**src/rtl/hazard_unit_pkg.sv**
```systemverilog
// rtl/hazard_unit_pkg.sv - shared encodings and stage-record types for the hazard controller
package hazard_unit_pkg;

    localparam logic [1:0] RES_ALU = 2'b00;
    localparam logic [1:0] RES_MEM = 2'b01;
    localparam logic [1:0] RES_PC4 = 2'b10;
    localparam logic [1:0] RES_IMM = 2'b11;

    localparam logic [1:0] FWD_RF  = 2'b00;
    localparam logic [1:0] FWD_WB  = 2'b01;
    localparam logic [1:0] FWD_MEM = 2'b10;

    typedef struct packed {
        logic       reg_write;
        logic [4:0] rd;
        logic       is_load;
    } stage_rec_t;

    typedef struct packed {
        stage_rec_t rec;
        logic [4:0] rs1;
        logic [4:0] rs2;
    } ex_rec_t;

    localparam stage_rec_t STAGE_BUBBLE = '0;
    localparam ex_rec_t    EX_BUBBLE    = '0;

    // x0 is hardwired to zero, so a record targeting it never produces a hazard.
    function automatic logic rec_writes(input stage_rec_t rec);
        return rec.reg_write && (rec.rd != 5'd0);
    endfunction

endpackage

```
**src/rtl/hazard_fwd_sel.sv**
```systemverilog
// rtl/hazard_fwd_sel.sv - priority comparator selecting the EX operand source
module hazard_fwd_sel
    import hazard_unit_pkg::*;
(
    input  logic [4:0] rs,
    input  stage_rec_t mem_rec,
    input  stage_rec_t wb_rec,
    output logic [1:0] sel
);

    // MEM is checked first: it holds the younger write of the same register.
    always_comb begin
        sel = FWD_RF;
        if (rec_writes(mem_rec) && (mem_rec.rd == rs)) begin
            sel = FWD_MEM;
        end else if (rec_writes(wb_rec) && (wb_rec.rd == rs)) begin
            sel = FWD_WB;
        end
    end

endmodule

```
**src/rtl/hazard_unit.sv**
```systemverilog
// rtl/hazard_unit.sv - load-use stall, redirect flush and EX forwarding control
module hazard_unit
    import hazard_unit_pkg::*;
#(
    parameter int         CNT_W    = 16,
    parameter logic [1:0] LOAD_SRC = RES_MEM
) (
    input  logic             clk,
    input  logic             rst_n,
    input  logic [4:0]       Rs1D,
    input  logic [4:0]       Rs2D,
    input  logic [4:0]       RdD,
    input  logic             useRs1D,
    input  logic             useRs2D,
    input  logic             regWriteD,
    input  logic [1:0]       resultSrcD,
    input  logic             pcSrcE,
    output logic             stallF,
    output logic             stallD,
    output logic             flushD,
    output logic             flushE,
    output logic [1:0]       forwardAE,
    output logic [1:0]       forwardBE,
    output logic [CNT_W-1:0] stallCount
);

    ex_rec_t    ex_q;
    stage_rec_t mem_q;
    stage_rec_t wb_q;

    ex_rec_t    ex_next;
    logic       rs1_hit;
    logic       rs2_hit;
    logic       lw_stall;
    logic [1:0] fwd_a;
    logic [1:0] fwd_b;

    always_comb begin
        ex_next               = EX_BUBBLE;
        ex_next.rec.reg_write = regWriteD;
        ex_next.rec.rd        = RdD;
        ex_next.rec.is_load   = (resultSrcD == LOAD_SRC);
        ex_next.rs1           = useRs1D ? Rs1D : 5'd0;
        ex_next.rs2           = useRs2D ? Rs2D : 5'd0;
    end

    always_comb begin
        rs1_hit  = useRs1D && (Rs1D == ex_q.rec.rd);
        rs2_hit  = useRs2D && (Rs2D == ex_q.rec.rd);
        lw_stall = rec_writes(ex_q.rec) && ex_q.rec.is_load && (rs1_hit || rs2_hit);
    end

    hazard_fwd_sel u_fwd_a (
        .rs      (ex_q.rs1),
        .mem_rec (mem_q),
        .wb_rec  (wb_q),
        .sel     (fwd_a)
    );

    hazard_fwd_sel u_fwd_b (
        .rs      (ex_q.rs2),
        .mem_rec (mem_q),
        .wb_rec  (wb_q),
        .sel     (fwd_b)
    );

    // A redirect squashes the stalled instruction anyway, so it overrides the stall.
    // Reset forces both flushes so nothing leaks into the pipeline while held.
    always_comb begin
        stallF    = rst_n && lw_stall && !pcSrcE;
        stallD    = stallF;
        flushD    = !rst_n || pcSrcE;
        flushE    = !rst_n || lw_stall || pcSrcE;
        forwardAE = rst_n ? fwd_a : FWD_RF;
        forwardBE = rst_n ? fwd_b : FWD_RF;
    end

    always_ff @(posedge clk or negedge rst_n) begin
        if (!rst_n) begin
            ex_q  <= EX_BUBBLE;
            mem_q <= STAGE_BUBBLE;
            wb_q  <= STAGE_BUBBLE;
        end else begin
            wb_q  <= mem_q;
            mem_q <= ex_q.rec;
            ex_q  <= flushE ? EX_BUBBLE : ex_next;
        end
    end

    always_ff @(posedge clk or negedge rst_n) begin
        if (!rst_n) begin
            stallCount <= '0;
        end else if (stallD && (stallCount != {CNT_W{1'b1}})) begin
            stallCount <= stallCount + CNT_W'(1);
        end
    end

endmodule

```
**config.mk**
```make
export PLATFORM = sky130hd
export DESIGN_NAME = hazard_unit
export DESIGN_NICKNAME = d
export VERILOG_FILES = /design/src/rtl/hazard_unit_pkg.sv /design/src/rtl/hazard_fwd_sel.sv /design/src/rtl/hazard_unit.sv
export SDC_FILE = /design/constraint.sdc
export NUM_CORES = 1
export LEC_CHECK = 0
export CORE_MARGIN = 2
export CORE_UTILIZATION = 50
export CTS_CLUSTER_SIZE = 25
export DETAILED_ROUTE_END_ITERATION = 8
export PLACE_DENSITY = 0.79
export SYNTH_ARGS = -nofsm -noshare
export SYNTH_HDL_FRONTEND = slang
export SYNTH_SLANG_ARGS = --single-unit
```
**constraint.sdc**
```tcl
create_clock -name clk -period 2.2 [get_ports clk]
set_input_delay 0.44 -clock clk [delete_from_list [all_inputs] [get_ports clk]]
set_output_delay 0.44 -clock clk [all_outputs]
set_load 0.05 [all_outputs]
```
==> metrics.md <==
| Metric | Value |
|---|---|
| Slew margin rel. | 62.8% |
| Initial antenna violation count | 0 |
| Final antenna-violating net count | 0 |
| CTS tree | done |
| Worst slack, placed | -291 ps |
| Initial Util | 52.0% |
| R2R depth | 9 |
| H-tree depth | 2 |
| #FFs+latches synth | 45 |
| Seq. cell area | 1130 um^2 |
| YS warnings | 0 |
| Yosys top cell by area | dfrtp_1 |
| Hold Vio Cnt, Final | 0 |
| Root Buffer Master | clkbuf_8 |
| Setup TNS | -1330 ps |
| Crit end category | primary output |
| Fill cells | 236 |
| DIE HEIGHT | 68.5 um |
| Failing checks | setup timing |
| Pwr dens | 572 nW/um^2 |
| Crit path DAT | 2030 ps |
| Layout cells sized above 1 | 30.9% |
| Post-CTS Hold Buffers | 0 |
| Syn Inst Count | 181 |
| Nets | 285 |
| RSZ-0062 raised after global routing | true |
| Detailed Place HPWL | 3430 um |
| Placed cell area | 2800 um^2 |
| Post-synth top flop | dfrtp_1 |
| GP Congestion | 0.855 |
| Post-Syn Area | 2080 um^2 |
| Vias | 1701 |
| Routed WL | 5260 um |
| IO Port Bufs | 46 |
| Fin crit period | 2470 ps |
| R2R Setup Slk | 30 ps |
| Total power | 1.81 mW |
| Global route overflow | 0 |
| Max Fclk | 0.404 GHz |
| Count leader, synth | dfrtp_1 |
| Crit Path Max Fanout | 2 |
| Worst r2r src | ex_q[15]$_DFF_PN0_ |
| Die ar. | 4700 um^2 |
| Total GRT Usage | 22.7% |
| Post-Route Skew | 7.01 ps |
| Vias in the first global route | 1677 |
| Final worst slack | -272 ps |
| Crit path kind | flop to primary output |
| Reg clk slew, reported paths | 80 ps |
| Drt via density | 5.45 |
| Antenna cells | 0 |
| # clock sinks | 45 |
| Max Buffers Root-to-Sink | 2 |
| First-pass GRT wire length | 7620 um |
| WL per Instance | 16.9 um |
| Fraction of synthesis flops using an asynchronous set or reset pin | 100% |
| Ratio of final minimum period to clock period | 112% |
| Sequential fraction of the synthesis area | 54.1% |
| Number of synthesized flops with an enable pin | 0 |
| Num CTS Buffers | 5 |
| Leakage power | 1.57 nW |
| Clock Latency Late Sink | 300 ps |
| Synth top area cells | dfrtp_1, xor2_1, xnor2_1 |
| Pre-antenna DRT Iters | 4 |
| Largest net degree at the start of global routing | 48 |
| Status | complete, but fails checks |
| Worst reg2reg endpoint | stallCount[15]$_DFFE_PN0P_ |
| Post-Syn Area per Cell | 11.5 um^2 |
| Max Cap Violations | 0 |
| Hold Slack | 377 ps |
| Synthesis-to-layout area growth | 52.3% |
| Hold WC Path Type | input pin to asynchronous set/reset pin |
| Worst endpoint required time | 1760 ps |
| Residual DRC | 0 |
| Synth top area share | 54.1% |
| CP Launch Type | flop |
| CORE AREA | 4000 um^2 |
| Max VDD drop | 0.000438 V |
| Netlist cell types | 35 |
| Initial DRC Count | 49 |
| Worst-Margin Slew | 559 ps |
| Die Span X | 68.5 um |
| Multi-input gate area in the final layout | 1050 um^2 |
| Syn nets | 205 |
| Fin area | 3170 um^2 |
| Max Slew Vio Count | 0 |
| Final setup violation count | 7 |
| I/O pin total | 47 |
| Synth cell count leaders | dfrtp_1, xor2_1, and3_1, xnor2_1 |
| FP Rows | 23 |
[cell type report]
class,instances,area share [%]
sequential,45,35.6
multi-input combinational,124,33.1
timing repair buffer,78,24.1
clock buffer,5,2.17
clock inverter,3,2.17
tap,50,1.97
inverter,7,0.908
[logic make-up (layout without fill, tap and decap cells)]
kind of cell,Yosys count,count (layout),share of synthesized area [%]
and+or+nand+nor,72,72,20.4
DFF,45,45,54.1
xor gates and xnor gates,43,43,18.1
buffers and inverters,12,93,3.31
AOI/OAI and AO/OA,5,5,1.80
muxes,3,3,1.74
adders and majority gates,1,1,0.601
[critical path, stage by stage, from the launching register on]
cell and delay [ps]:
dfrtp_1 390, or4_4 550, o21ai_4 210, nor4_4 80, nor4_4 330, buf_12 180
[cells in the final DEF, fill, tap and decap left out, types with 2 or more instances in the layout]
cell / synthesis / routed
nor2_1: 6 / 5
or4_1: 5 / 2
nand4_1: 4 / 4
nor3_2: 0 / 4
nor4_4: 0 / 3
clkdlybuf4s50_1: 0 / 28
nand2_1: 7 / 7
nand3_1: 6 / 6
clkbuf_8: 0 / 5
nor3_1: 7 / 3
inv_1: 7 / 6
buf_6: 2 / 3
dlygate4sd2_1: 0 / 9
buf_4: 2 / 30
xnor2_1: 19 / 15
or4_4: 0 / 3
xor2_1: 24 / 23
dfrtp_2: 0 / 2
buf_12: 0 / 7
and2_4: 0 / 3
bufinv_16: 0 / 2
dfrtp_1: 45 / 43
xnor2_2: 0 / 4
and3_1: 19 / 19
nor4_2: 0 / 2
[per-stage QoR]
stage | cells | util [%]
finish | 312 | 79.3
global route | 312 | 79.3
CTS | 309 | 76.9
detailed placement | 290 | 70.1
global placement | 290 | 70.1
floorplan | 181 | -
[sequential cells by signal, indices dropped and copies added, names as in the netlist]
signal / cells
ex_q: 17
wb_q: 6
stallCount: 16
mem_q: 6
[worst max-delay path by stage]
stage	from	to	slack, ps
floorplan	wb_q[4]$_DFF_PN0_	forwardAE[0]	-60
global placement	Rs1D[1]	stallF	-200
detailed placement	Rs1D[3]	stallD	-290
CTS	mem_q[1]$_DFF_PN0_	forwardAE[0]	-250
global route	mem_q[3]$_DFF_PN0_	forwardAE[0]	-340
finish	mem_q[3]$_DFF_PN0_	forwardAE[0]	-270
[timing repair]
action | in CTS | in global routing
buffers inserted | 11 | 4
resized for setup | 24 | 13
pin swaps | 12 | 10
endpoints found under the setup margin | 7 | 12
[metal layers]
metal,vias to the layer above,share of wire (%),GRT usage (%)
met5,-,0,0
met4,0,2.4,7.75
met3,12,4.2,4.71
met2,53,54,39.9
met1,854,40,27.7
li1,782,-,-
[power by group]
part           total [mW]  internal (mW)  leakage, nW  switching (mW)
registers           0.866          0.845        0.597          0.0207
clock network       0.737          0.457       0.0687           0.280
logic               0.209          0.108        0.905           0.101
(Power assumes the default switching activity.)
